File: config.mk
export PLATFORM = sky130hd
export DESIGN_NAME = fifo_controller_flat
export DESIGN_NICKNAME = d
export VERILOG_FILES = /design/src/rtl/fifo_controller_if.sv /design/src/rtl/fifo_controller.sv /design/src/flat_wrapper.sv
export SDC_FILE = /design/constraint.sdc
export NUM_CORES = 1
export LEC_CHECK = 0
export CORE_AREA = 2 2 39 41
export CTS_CLUSTER_SIZE = 28
export DETAILED_ROUTE_END_ITERATION = 8
export DIE_AREA = 0 0 41 43
export SKIP_LAST_GASP = 1
export SLEW_MARGIN = 0
export SYNTH_ARGS = -nofsm -noshare
export SYNTH_HDL_FRONTEND = slang
export SYNTH_SLANG_ARGS = --single-unit
File: constraint.sdc
create_clock -name clk -period 2.7 [get_ports clk]
set_input_delay 0.81 -clock clk [delete_from_list [all_inputs] [get_ports clk]]
set_output_delay 0.81 -clock clk [all_outputs]
set_load 0.1 [all_outputs]
File: src/rtl/fifo_controller_if.sv
// Handshake and datapath-control bundle for fifo_controller.
// master: the controller side (drives grants, acks, strobes, muxed data).
// slave:  the producers/consumer/datapath side.
// With FIFO_LEVEL_COUNT_EN defined the bundle also carries level and almost_full.
interface fifo_controller_if #(
  parameter int NUM_BIT   = 4,
  parameter int PAR_WRITE = 1
`ifdef FIFO_LEVEL_COUNT_EN
  ,
  parameter int NUM_REG   = 4
`endif
);
  logic                         wr_req0;
  logic                         wr_req1;
  logic [PAR_WRITE*NUM_BIT-1:0] din0;
  logic [PAR_WRITE*NUM_BIT-1:0] din1;
  logic                         wr_gnt0;
  logic                         wr_gnt1;
  logic                         rd_req;
  logic                         rd_ack;
  logic                         clr;
  logic                         busy;
  logic                         dp_ready;
  logic                         dp_valid;
  logic                         dp_full;
  logic                         dp_empty;
  logic                         dp_init;
  logic                         dp_wen;
  logic                         dp_inc_w;
  logic                         dp_inc_r;
  logic [PAR_WRITE*NUM_BIT-1:0] dp_din;
`ifdef FIFO_LEVEL_COUNT_EN
  logic [$clog2(NUM_REG):0]     level;
  logic                         almost_full;
`endif

  modport master (
    input  wr_req0, wr_req1, din0, din1, rd_req, clr,
    input  dp_ready, dp_valid, dp_full, dp_empty,
    output wr_gnt0, wr_gnt1, rd_ack, busy,
    output dp_init, dp_wen, dp_inc_w, dp_inc_r, dp_din
`ifdef FIFO_LEVEL_COUNT_EN
    ,
    output level, almost_full
`endif
  );

  modport slave (
    output wr_req0, wr_req1, din0, din1, rd_req, clr,
    output dp_ready, dp_valid, dp_full, dp_empty,
    input  wr_gnt0, wr_gnt1, rd_ack, busy,
    input  dp_init, dp_wen, dp_inc_w, dp_inc_r, dp_din
`ifdef FIFO_LEVEL_COUNT_EN
    ,
    input  level, almost_full
`endif
  );
endinterface

File: src/rtl/fifo_controller.sv
// fifo_controller: sequences init/wen/inc_w/inc_r for the parallel FIFO datapath.
// Two producers share the write port through a round-robin arbiter; one consumer
// drains with req/ack. clr re-initialises the datapath pointers via S_FLUSH.
// Optional macro FIFO_LEVEL_COUNT_EN adds a level counter and almost_full flag.
//
// state   | meaning
// --------+---------------------------------------------------------------
// S_INIT  | first cycle after reset release; pointer init strobe, busy
// S_RUN   | normal operation; write arbitration and read handshake
// S_FLUSH | one-cycle pointer re-init after clr; arbiter history kept
module fifo_controller #(
  parameter int NUM_BIT   = 4,
  parameter int NUM_REG   = 4,
  parameter int PAR_WRITE = 1,
  parameter int PAR_READ  = 2
) (
  input  logic              clk,
  input  logic              rst,
  fifo_controller_if.master bus
);
  localparam int DIN_W = PAR_WRITE * NUM_BIT;

  if (((NUM_REG & (NUM_REG - 1)) != 0) || (PAR_WRITE > NUM_REG) || (PAR_READ > NUM_REG)) begin : g_cfg_bad
    $error("fifo_controller: NUM_REG must be a power of 2 and not smaller than PAR_WRITE/PAR_READ");
  end

  typedef enum logic [1:0] {S_INIT, S_RUN, S_FLUSH} state_t;

  state_t           state;
  state_t           state_nxt;
  logic             rr_last;     // last granted producer; 1 gives producer 0 priority
  logic             wr_ok;
  logic             gnt0;
  logic             gnt1;
  logic             ack;
  logic             init_c;
  logic [DIN_W-1:0] din_mux;

  // State register and round-robin history; history only moves on a grant.
  always_ff @(posedge clk or negedge rst) begin
    if (!rst) begin
      state   <= S_INIT;
      rr_last <= 1'b1;
    end else begin
      state <= state_nxt;
      if (gnt0) begin
        rr_last <= 1'b0;
      end else if (gnt1) begin
        rr_last <= 1'b1;
      end
    end
  end

  // Next state plus same-cycle grants, ack and write-data mux.
  always_comb begin
    state_nxt = state;
    init_c    = 1'b0;
    gnt0      = 1'b0;
    gnt1      = 1'b0;
    ack       = 1'b0;
    din_mux   = '0;
    wr_ok     = bus.dp_ready & ~bus.dp_full;
    unique case (state)
      S_INIT, S_FLUSH: begin
        init_c    = 1'b1;
        state_nxt = S_RUN;
      end
      S_RUN: begin
        din_mux = bus.din0;
        if (bus.clr) begin
          state_nxt = S_FLUSH;
        end else begin
          gnt0 = wr_ok & bus.wr_req0 & (~bus.wr_req1 | rr_last);
          gnt1 = wr_ok & bus.wr_req1 & (~bus.wr_req0 | ~rr_last);
          // Status is the pre-edge view, so this cycle's write cannot enable a read.
          ack  = bus.rd_req & bus.dp_valid & ~bus.dp_empty;
          if (gnt1) begin
            din_mux = bus.din1;
          end
        end
      end
      default: begin
        init_c    = 1'b1;
        state_nxt = S_INIT;
      end
    endcase
  end

  assign bus.wr_gnt0  = gnt0;
  assign bus.wr_gnt1  = gnt1;
  assign bus.dp_wen   = gnt0 | gnt1;
  assign bus.dp_inc_w = gnt0 | gnt1;
  assign bus.rd_ack   = ack;
  assign bus.dp_inc_r = ack;
  assign bus.dp_init  = init_c;
  assign bus.busy     = init_c;
  assign bus.dp_din   = din_mux;

`ifdef FIFO_LEVEL_COUNT_EN
  localparam int LVL_W = $clog2(NUM_REG) + 1;

  logic [LVL_W-1:0] level_q;
  int               level_next_i;

  // Word count: cleared whenever the pointers are (re)initialised, including the clr edge.
  always_ff @(posedge clk or negedge rst) begin
    if (!rst) begin
      level_q <= '0;
    end else if ((state != S_RUN) || bus.clr) begin
      level_q <= '0;
    end else begin
      level_q <= level_q + ((gnt0 | gnt1) ? LVL_W'(PAR_WRITE) : '0)
                         - (ack ? LVL_W'(PAR_READ) : '0);
    end
  end

  // Unwrapped next level, used only by the bounds check below.
  always_comb begin
    level_next_i = int'(level_q);
    if (gnt0 | gnt1) level_next_i = level_next_i + PAR_WRITE;
    if (ack)         level_next_i = level_next_i - PAR_READ;
  end

  level_bounds_a: assert property (@(posedge clk) disable iff (!rst)
    (level_next_i >= 0) && (level_next_i <= NUM_REG));

  assign bus.level       = level_q;
  assign bus.almost_full = (level_q >= LVL_W'(NUM_REG - PAR_WRITE));
`endif
endmodule

File: src/flat_wrapper.sv
// flat-port wrapper written by rule: the top's interface ports become plain ports
module fifo_controller_flat 
#(
  parameter int NUM_BIT   = 4,
  parameter int NUM_REG   = 4,
  parameter int PAR_WRITE = 1,
  parameter int PAR_READ  = 2
)
  (clk, rst, bus_wr_req0, bus_wr_req1, bus_din0, bus_din1, bus_rd_req, bus_clr, bus_dp_ready, bus_dp_valid, bus_dp_full, bus_dp_empty, bus_wr_gnt0, bus_wr_gnt1, bus_rd_ack, bus_busy, bus_dp_init, bus_dp_wen, bus_dp_inc_w, bus_dp_inc_r, bus_dp_din);
  fifo_controller_if #(.NUM_BIT(NUM_BIT), .PAR_WRITE(PAR_WRITE)) bus_i ();
  input  logic clk;
  input  logic rst;
  input wire logic [$bits(bus_i.wr_req0)-1:0] bus_wr_req0;
  input wire logic [$bits(bus_i.wr_req1)-1:0] bus_wr_req1;
  input wire logic [$bits(bus_i.din0)-1:0] bus_din0;
  input wire logic [$bits(bus_i.din1)-1:0] bus_din1;
  input wire logic [$bits(bus_i.rd_req)-1:0] bus_rd_req;
  input wire logic [$bits(bus_i.clr)-1:0] bus_clr;
  input wire logic [$bits(bus_i.dp_ready)-1:0] bus_dp_ready;
  input wire logic [$bits(bus_i.dp_valid)-1:0] bus_dp_valid;
  input wire logic [$bits(bus_i.dp_full)-1:0] bus_dp_full;
  input wire logic [$bits(bus_i.dp_empty)-1:0] bus_dp_empty;
  output wire logic [$bits(bus_i.wr_gnt0)-1:0] bus_wr_gnt0;
  output wire logic [$bits(bus_i.wr_gnt1)-1:0] bus_wr_gnt1;
  output wire logic [$bits(bus_i.rd_ack)-1:0] bus_rd_ack;
  output wire logic [$bits(bus_i.busy)-1:0] bus_busy;
  output wire logic [$bits(bus_i.dp_init)-1:0] bus_dp_init;
  output wire logic [$bits(bus_i.dp_wen)-1:0] bus_dp_wen;
  output wire logic [$bits(bus_i.dp_inc_w)-1:0] bus_dp_inc_w;
  output wire logic [$bits(bus_i.dp_inc_r)-1:0] bus_dp_inc_r;
  output wire logic [$bits(bus_i.dp_din)-1:0] bus_dp_din;
  assign bus_i.wr_req0 = bus_wr_req0;
  assign bus_i.wr_req1 = bus_wr_req1;
  assign bus_i.din0 = bus_din0;
  assign bus_i.din1 = bus_din1;
  assign bus_i.rd_req = bus_rd_req;
  assign bus_i.clr = bus_clr;
  assign bus_i.dp_ready = bus_dp_ready;
  assign bus_i.dp_valid = bus_dp_valid;
  assign bus_i.dp_full = bus_dp_full;
  assign bus_i.dp_empty = bus_dp_empty;
  assign bus_wr_gnt0 = bus_i.wr_gnt0;
  assign bus_wr_gnt1 = bus_i.wr_gnt1;
  assign bus_rd_ack = bus_i.rd_ack;
  assign bus_busy = bus_i.busy;
  assign bus_dp_init = bus_i.dp_init;
  assign bus_dp_wen = bus_i.dp_wen;
  assign bus_dp_inc_w = bus_i.dp_inc_w;
  assign bus_dp_inc_r = bus_i.dp_inc_r;
  assign bus_dp_din = bus_i.dp_din;
  fifo_controller #(.NUM_BIT(NUM_BIT), .NUM_REG(NUM_REG), .PAR_WRITE(PAR_WRITE), .PAR_READ(PAR_READ)) u_core (.clk(clk), .rst(rst), .bus(bus_i));
endmodule
==> flow_metrics.env, run 1 <==
export IMPL_run_status="finished clean"
export IMPL_post_drt_via_cell_ratio=4.58
export IMPL_post_cts_hold_buffer_count=0
export IMPL_syn_instance_count=36
export IMPL_dieArea_sq_um=1760
export IMPL_path_clk_slew_ns=0.04
export IMPL_setup_viol=0
export IMPL_timing_hold_worst_start="u_core.state[1]$_DFFE_PN0P_"
export IMPL_min_period_over_period_pct=98.9
export IMPL_global_route_congestion_overflow_total=0
export IMPL_cts_htree_levels=1
export IMPL_dpl_hpwl_microns=771
export IMPL_grt_max_degree=8
export IMPL_timing_worst_setup_path_type="primary input to output pin"
export IMPL_synth_seq_area_share_pct=27.0
export IMPL_wl_met3_microns=67
export IMPL_critical_path_required_ns=1.89
export IMPL_routabilityCongestion=0.696
export IMPL_die_w_microns=41
export IMPL_final_util_pct=63.0
export IMPL_syn_cell_area_sq_um=283
export IMPL_timing_fmax_mhz=375
export IMPL_timing_setup_tns_ns=0
export IMPL_cts_inserted_buffers=3
export IMPL_worst_hold_path_endpoint="u_core.state[0]$_DFFE_PN0P_"
export IMPL_timing_final_max_slew_violations=0
export IMPL_cts_tree="done"
export IMPL_chipHeight_microns=43
export IMPL_yosys_warnings=0
export IMPL_power_mw=0.459
export IMPL_detail_route_iter0_violations=0
export IMPL_cp_data_arrival_time_ns=1.86
export IMPL_final_period_minus_worst_setup_slack_ns=2.67
export IMPL_cts_root_buffer_cell="sky130_fd_sc_hd__clkbuf_4"
export IMPL_synth_net_count=54
export IMPL_crit_path_start_kind="primary input"
export IMPL_relSlewSlack_pct=67.5
export IMPL_num_vias=412
export IMPL_max_incr_delay_on_cp_ns=0.27
export IMPL_wl_microns=1080
export IMPL_crit_path_cell_trace="dlygate4sd2_1 -> a21boi_2 -> buf_4 -> nand3_1 -> a21oi_2 -> buf_12"
export IMPL_maximum_vdd_drop_mv=0.417
export IMPL_tightestPinTransition_ns=0.487
export IMPL_met1_length_microns=426
export IMPL_vias_in_the_first_global_route=402
export IMPL_detailroute_wirelength_met2_microns=585
export IMPL_rsz0062_at_grt="yes"
export IMPL_layout_drive_gt1_share_pct=66.2
export IMPL_worst_reg2reg_path_length_in_cells=4
export IMPL_clock_path_buffers=2
export IMPL_rrSetupSlack_ns=1.56
export IMPL_routed_wire_length_per_instance_microns=12.0
export IMPL_startpoint_of_the_worst_register_to_register_path="u_core.state[1]$_DFFE_PN0P_"
export IMPL_min_delay_path_depth=1
export IMPL_floorplan_core_area_sq_um=1380
export IMPL_grt_use_total_pct=13.4
export IMPL_critical_path_top_delay_family="buffers and inverters"
export IMPL_final_antenna_net_count=0
export IMPL_cp_slowest_cell="sky130_fd_sc_hd__dlygate4sd2_1"
export IMPL_rows=14
export IMPL_syn_avg_cell_area_sq_um=7.85
export IMPL_remaining_drc_errors=0
export IMPL_antenna_found_initial=0
export IMPL_floorplan_initialDensity_pct=20.4
export IMPL_total_leakage_power_nw=0.349
export IMPL_post_synth_num_cell_types=20
export IMPL_design_portCount=30
export IMPL_power_density_relative_to_cell_area_nw_per_um2=526
export IMPL_crit_buf_inv=3
export IMPL_reg_to_reg_endpoint="u_core.rr_last$_DFFE_PN1P_"
export IMPL_critical_path_maximum_fanout=4
export IMPL_grt_pass1_wl_microns=1610
export IMPL_worstSkewPairLatency_ns=0.23
export IMPL_clock_sinks=3
export IMPL_area_growth_pct=208
export IMPL_top_layer_used_by_detailed_routing="met3"
export IMPL_final_hold_viol_count=0
export IMPL_nNetsFinal=93
export IMPL_holdCritPathClass="register to register"
export IMPL_drv_max_cap_violation_count=0
export IMPL_drt_pre_antenna_iters=1
export IMPL_ant_cells=0
export IMPL_numPortBuffers=29
export IMPL_clock_skew_final_ns=0.00147
export IMPL_synth_ff_latch_count=3
export IMPL_worstSetupEndpointType="output pin"
flip-flops by register name (all words and copies together), names as in the netlist:
name,cells
u_core.rr_last,1
u_core.state,2
report_power, final:
part,total [mW],leakage (nW),internal [mW],switching (mW)
clock network,0.0815,0.0150,0.0556,0.0260
logic,0.305,0.300,0.117,0.187
registers,0.0725,0.0345,0.0618,0.0107
total,0.459,0.349,0.235,0.224
timing repair:
| item | 4_1_cts | 5_1_grt |
|---|---|---|
| setup endpoints to repair | 10 | 9 |
| pin swaps | 7 | 3 |
| buffers inserted | 1 | 2 |
| gates resized for setup | 25 | 7 |
synth_stat cells:
master | count | area (sq um)
sky130_fd_sc_hd__a21bo_2 | 1 | 10.0
sky130_fd_sc_hd__a21boi_0 | 1 | 7.51
sky130_fd_sc_hd__a21oi_1 | 4 | 20.0
sky130_fd_sc_hd__and2_2 | 1 | 7.51
sky130_fd_sc_hd__and2b_1 | 1 | 7.51
sky130_fd_sc_hd__buf_4 | 3 | 22.5
sky130_fd_sc_hd__dfrtp_1 | 2 | 50.1
sky130_fd_sc_hd__dfstp_2 | 1 | 26.3
sky130_fd_sc_hd__inv_1 | 1 | 3.75
sky130_fd_sc_hd__nand2_1 | 2 | 7.51
sky130_fd_sc_hd__nand3_1 | 5 | 25.0
sky130_fd_sc_hd__nor2_1 | 3 | 11.3
sky130_fd_sc_hd__nor2b_1 | 1 | 6.26
sky130_fd_sc_hd__nor3b_4 | 1 | 18.8
sky130_fd_sc_hd__nor4_1 | 1 | 6.26
sky130_fd_sc_hd__o21ai_0 | 1 | 5.00
sky130_fd_sc_hd__o21ai_1 | 4 | 20.0
sky130_fd_sc_hd__o2bb2ai_1 | 1 | 8.76
sky130_fd_sc_hd__or2b_1 | 1 | 7.51
sky130_fd_sc_hd__or3b_4 | 1 | 11.3
per-stage QoR:
| stage | instances | hold slack, ns | worst slack, ns | instance area, sq um |
|---|---|---|---|---|
| after floorplan | 36 | 0.417 | -0.817 | 333 |
| after global placement | 83 | 0.439 | -0.313 | 766 |
| after detailed placement | 83 | 0.453 | -0.345 | 766 |
| after CTS | 88 | 0.458 | 0.00716 | 833 |
| after global routing | 90 | 0.485 | -0.0171 | 872 |
| final | 90 | 0.466 | 0.0309 | 872 |
worst max-delay path by stage:
stage | slack (ns) | startpoint | end | cells past startpoint
final | 0.03 | bus_wr_req0 | bus_dp_din[0] | 6
after global routing | -0.02 | bus_wr_req0 | bus_dp_din[2] | 6
after CTS | 0.007 | bus_wr_req1 | bus_dp_din[0] | 6
after detailed placement | -0.35 | bus_wr_req1 | bus_dp_din[1] | 6
after global placement | -0.31 | bus_wr_req1 | bus_dp_din[2] | 6
after floorplan | -0.82 | bus_wr_req1 | bus_dp_din[0] | 3
area by class of cell:
cell class                 count  area, sq um
multi-input combinational     29          289
timing repair buffer          37          457
sequential                     3         76.3
tap                           16         20.0
inverter                       1         3.75
clock buffer                   4         26.3
fill                         117          512
per-layer routing:
| layer | vias to the layer above | track usage, % |
|---|---|---|
| li1 | 202 | - |
| met1 | 193 | 16.8 |
| met2 | 17 | 21.3 |
| met3 | 0 | 0.524 |
| met4 | 0 | 8.00 |
| met5 | - | 0 |
logic make-up after synthesis:
| group | after synthesis | synth area share (%) |
|---|---|---|
| AOI/OAI and AO/OA | 12 | 25.2 |
| buffers and inverters | 4 | 9.29 |
| DFF | 3 | 27.0 |
| and+or+nand+nor | 17 | 38.5 |
placed cells by master (no fill, tap or decap), drive strengths merged, types with 2 or more instances in the layout:
cell type and n:
a21oi 4, buf 22, clkbuf 5, clkdlybuf4s50 11, dfrtp 2, nand2 2, nand3 5, nor2 3
o21ai 5
Power figures use the tool's default switching activity.
==> run 2: changes to the inputs <==
--- a/config.mk
+++ b/config.mk
@@ -9,6 +9,7 @@
 export CTS_CLUSTER_SIZE = 28
 export DETAILED_ROUTE_END_ITERATION = 8
 export DIE_AREA = 0 0 41 43
+export GPL_TIMING_DRIVEN = 0
 export SKIP_LAST_GASP = 1
 export SLEW_MARGIN = 0
 export SYNTH_ARGS = -nofsm -noshare
==> constraint.sdc (replaced) <==
create_clock -name clk -period 2.7 [get_ports clk]
set_input_delay 0.81 -clock clk [delete_from_list [all_inputs] [get_ports clk]]
set_output_delay 0.81 -clock clk [all_outputs]
set_load 0.02 [all_outputs]
==> flow_metrics.env, run 2 (synthesized netlist as in run 1, its figures left out) <==
export IMPL_holdCritPathClass="register to register"
export IMPL_cts_inserted_buffers=3
export IMPL_dpl_hpwl_microns=679
export IMPL_clock_path_buffers=2
export IMPL_cts_tree="done"
export IMPL_grt_max_degree=8
export IMPL_remaining_drc_errors=0
export IMPL_floorplan_initialDensity_pct=20.4
export IMPL_grt_pass1_wl_microns=1340
export IMPL_numPortBuffers=29
export IMPL_drv_max_cap_violation_count=0
export IMPL_wl_microns=866
export IMPL_dieArea_sq_um=1760
export IMPL_ant_cells=0
export IMPL_final_period_minus_worst_setup_slack_ns=2.64
export IMPL_largest_register_ffs=2
export IMPL_design_portCount=30
export IMPL_layout_drive_gt1_share_pct=47.1
export IMPL_critical_path_maximum_fanout=4
export IMPL_cts_root_buffer_cell="sky130_fd_sc_hd__clkbuf_4"
export IMPL_chipHeight_microns=43
export IMPL_crit_path_start_kind="primary input"
export IMPL_internal_power_mw=0.194
export IMPL_p_sw_share_pct=35.5
export IMPL_grt_use_total_pct=11.3
export IMPL_crit_path_cell_trace="clkdlybuf4s15_1 -> or3b_4 -> o21ai_1 -> a21oi_1 -> buf_4"
export IMPL_vias_in_the_first_global_route=345
export IMPL_worstSkewPairLatency_ns=0.24
export IMPL_worstSetupEndpointType="output pin"
export IMPL_timing_final_max_slew_violations=0
export IMPL_relSlewSlack_pct=82.5
export IMPL_global_route_congestion_overflow_total=0
export IMPL_relative_contribution_of_combinational_cells_to_total_power_pct=47.3
export IMPL_final_cell_mix="sky130_fd_sc_hd__clkdlybuf4s50_1, sky130_fd_sc_hd__buf_4, sky130_fd_sc_hd__buf_6"
export IMPL_rsz0062_at_grt="no"
export IMPL_tightestPinTransition_ns=0.263
export IMPL_total_leakage_power_nw=0.293
export IMPL_nNetsFinal=89
export IMPL_placed_cells=81
export IMPL_routabilityCongestion=0.713
export IMPL_num_vias=375
export IMPL_max_incr_delay_on_cp_ns=0.44
export IMPL_timing_fmax_mhz=379
export IMPL_power_clock_fraction_pct=27.6
export IMPL_routed_wire_length_per_instance_microns=10.1
export IMPL_final_cell_count_no_fill=86
export IMPL_area_growth_pct=138
export IMPL_switching_power_mw=0.106
export IMPL_final_util_pct=48.6
export IMPL_floorplan_core_area_sq_um=1380
export IMPL_crit_buf_inv=2
export IMPL_cp_data_arrival_time_ns=1.83
export IMPL_timing_worst_setup_path_type="primary input to output pin"
export IMPL_regMostFlops="u_core.state"
export IMPL_clock_sinks=3
export IMPL_seqPwrFrac_pct=25.1
export IMPL_final_hold_viol_count=0
export IMPL_cts_htree_levels=1
export IMPL_timing_setup_tns_ns=0
export IMPL_critical_path_required_ns=1.89
export IMPL_final_antenna_net_count=0
export IMPL_run_status="finished clean"
export IMPL_die_w_microns=41
export IMPL_clock_skew_final_ns=0.00404
export IMPL_reg_top3="u_core.state x2, u_core.rr_last x1"
export IMPL_antenna_found_initial=0
export IMPL_rows=14
export IMPL_critical_path_top_delay_family="simple AND/OR/NAND/NOR gates"
export IMPL_drt_pre_antenna_iters=1
export IMPL_min_period_over_period_pct=97.8
export IMPL_post_drt_via_cell_ratio=4.36
export IMPL_power_density_relative_to_cell_area_nw_per_um2=445
export IMPL_final_common_cell="sky130_fd_sc_hd__clkdlybuf4s50_1"
export IMPL_setup_viol=0
export IMPL_maximum_vdd_drop_mv=0.246
export IMPL_path_clk_slew_ns=0.04
export IMPL_detail_route_iter0_violations=0
export IMPL_cp_slowest_cell="sky130_fd_sc_hd__or3b_4"
-- run 2: changes by cell type in the layout (fill, tap and decap cells not counted), sizes merged --
cell | previous run | this run
dlymetal6s2s | 1 | 2
clkdlybuf4s50 | 11 | 12
clkdlybuf4s15 | 1 | 4
buf | 22 | 11
dlygate4sd2 | 1 | 3
-- run 2: metal layers --
metal / up-vias / share of wire (%) / global-route usage, %
li1: 196 / - / -
met1: 161 / 43 / 13.5
met2: 16 / 47 / 16.6
met3: 2 / 7.3 / 1.57
met4: 0 / 1.7 / 10.0
met5: - / 0 / 0
-- run 2: path summary, 6_finish.rpt --
kind                                             startpoint                           to  slack (ns)  depth (start not counted)
min in group asynchronous                               rst  u_core.state[0]$_DFFE_PN0P_        0.75                          1
worst max register to register  u_core.state[1]$_DFFE_PN0P_   u_core.rr_last$_DFFE_PN1P_        1.76                          3
worst max-delay path                            bus_dp_full                bus_dp_din[3]        0.06                          5
worst min register to register  u_core.state[1]$_DFFE_PN0P_  u_core.state[0]$_DFFE_PN0P_        0.44                          1
worst min-delay path            u_core.state[1]$_DFFE_PN0P_  u_core.state[0]$_DFFE_PN0P_        0.44                          1
max in group asynchronous                               rst   u_core.rr_last$_DFFE_PN1P_        1.73                          1
-- run 2: metrics by stage --
stage	worst slack [ns]	hold slack, ns	area [sq um]	total power, mW
after global placement	-0.754	0.428	593	0.202
after detailed placement	-0.773	0.440	593	0.201
after floorplan	0.0133	0.417	283	0.135
after global routing	0.00920	0.472	673	0.317
final	0.0596	0.440	673	0.300
after CTS	-0.0145	0.444	638	0.296
-- run 2: cell type report --
class	instances	area, sq um
Fill cell	140	711
Timing Repair Buffer	30	290
Multi-Input combinational cell	29	234
Sequential cell	3	76.3
Clock buffer	4	26.3
Buffer	3	22.5
Tap cell	16	20.0
Inverter	1	3.75
-- run 2: worst reg2reg max path: stages (launching register included) --
cell	delay, ns
sky130_fd_sc_hd__dfrtp_1	0.36
sky130_fd_sc_hd__and2b_1	0.26
sky130_fd_sc_hd__nand3_1	0.12
sky130_fd_sc_hd__o2bb2ai_1	0.14
-- run 2: repair_timing --
action / CTS / global route
endpoints found under the setup margin: 10 / 7
buffers inserted: 1 / 0
hold buffers: 0 / 0
gates cloned: 0 / 0
gates resized for setup: 53 / 17
pin swaps: 6 / 5
-- run 2: power by group through the flow --
stage | registers, mW | logic [mW] | clock network, mW
CTS | 0.0755 | 0.135 | 0.0861
detailed placement | 0.0700 | 0.131 | 0
floorplan | 0.0677 | 0.0674 | 0
finish | 0.0753 | 0.142 | 0.0827
global route | 0.0780 | 0.151 | 0.0877
global placement | 0.0700 | 0.132 | 0
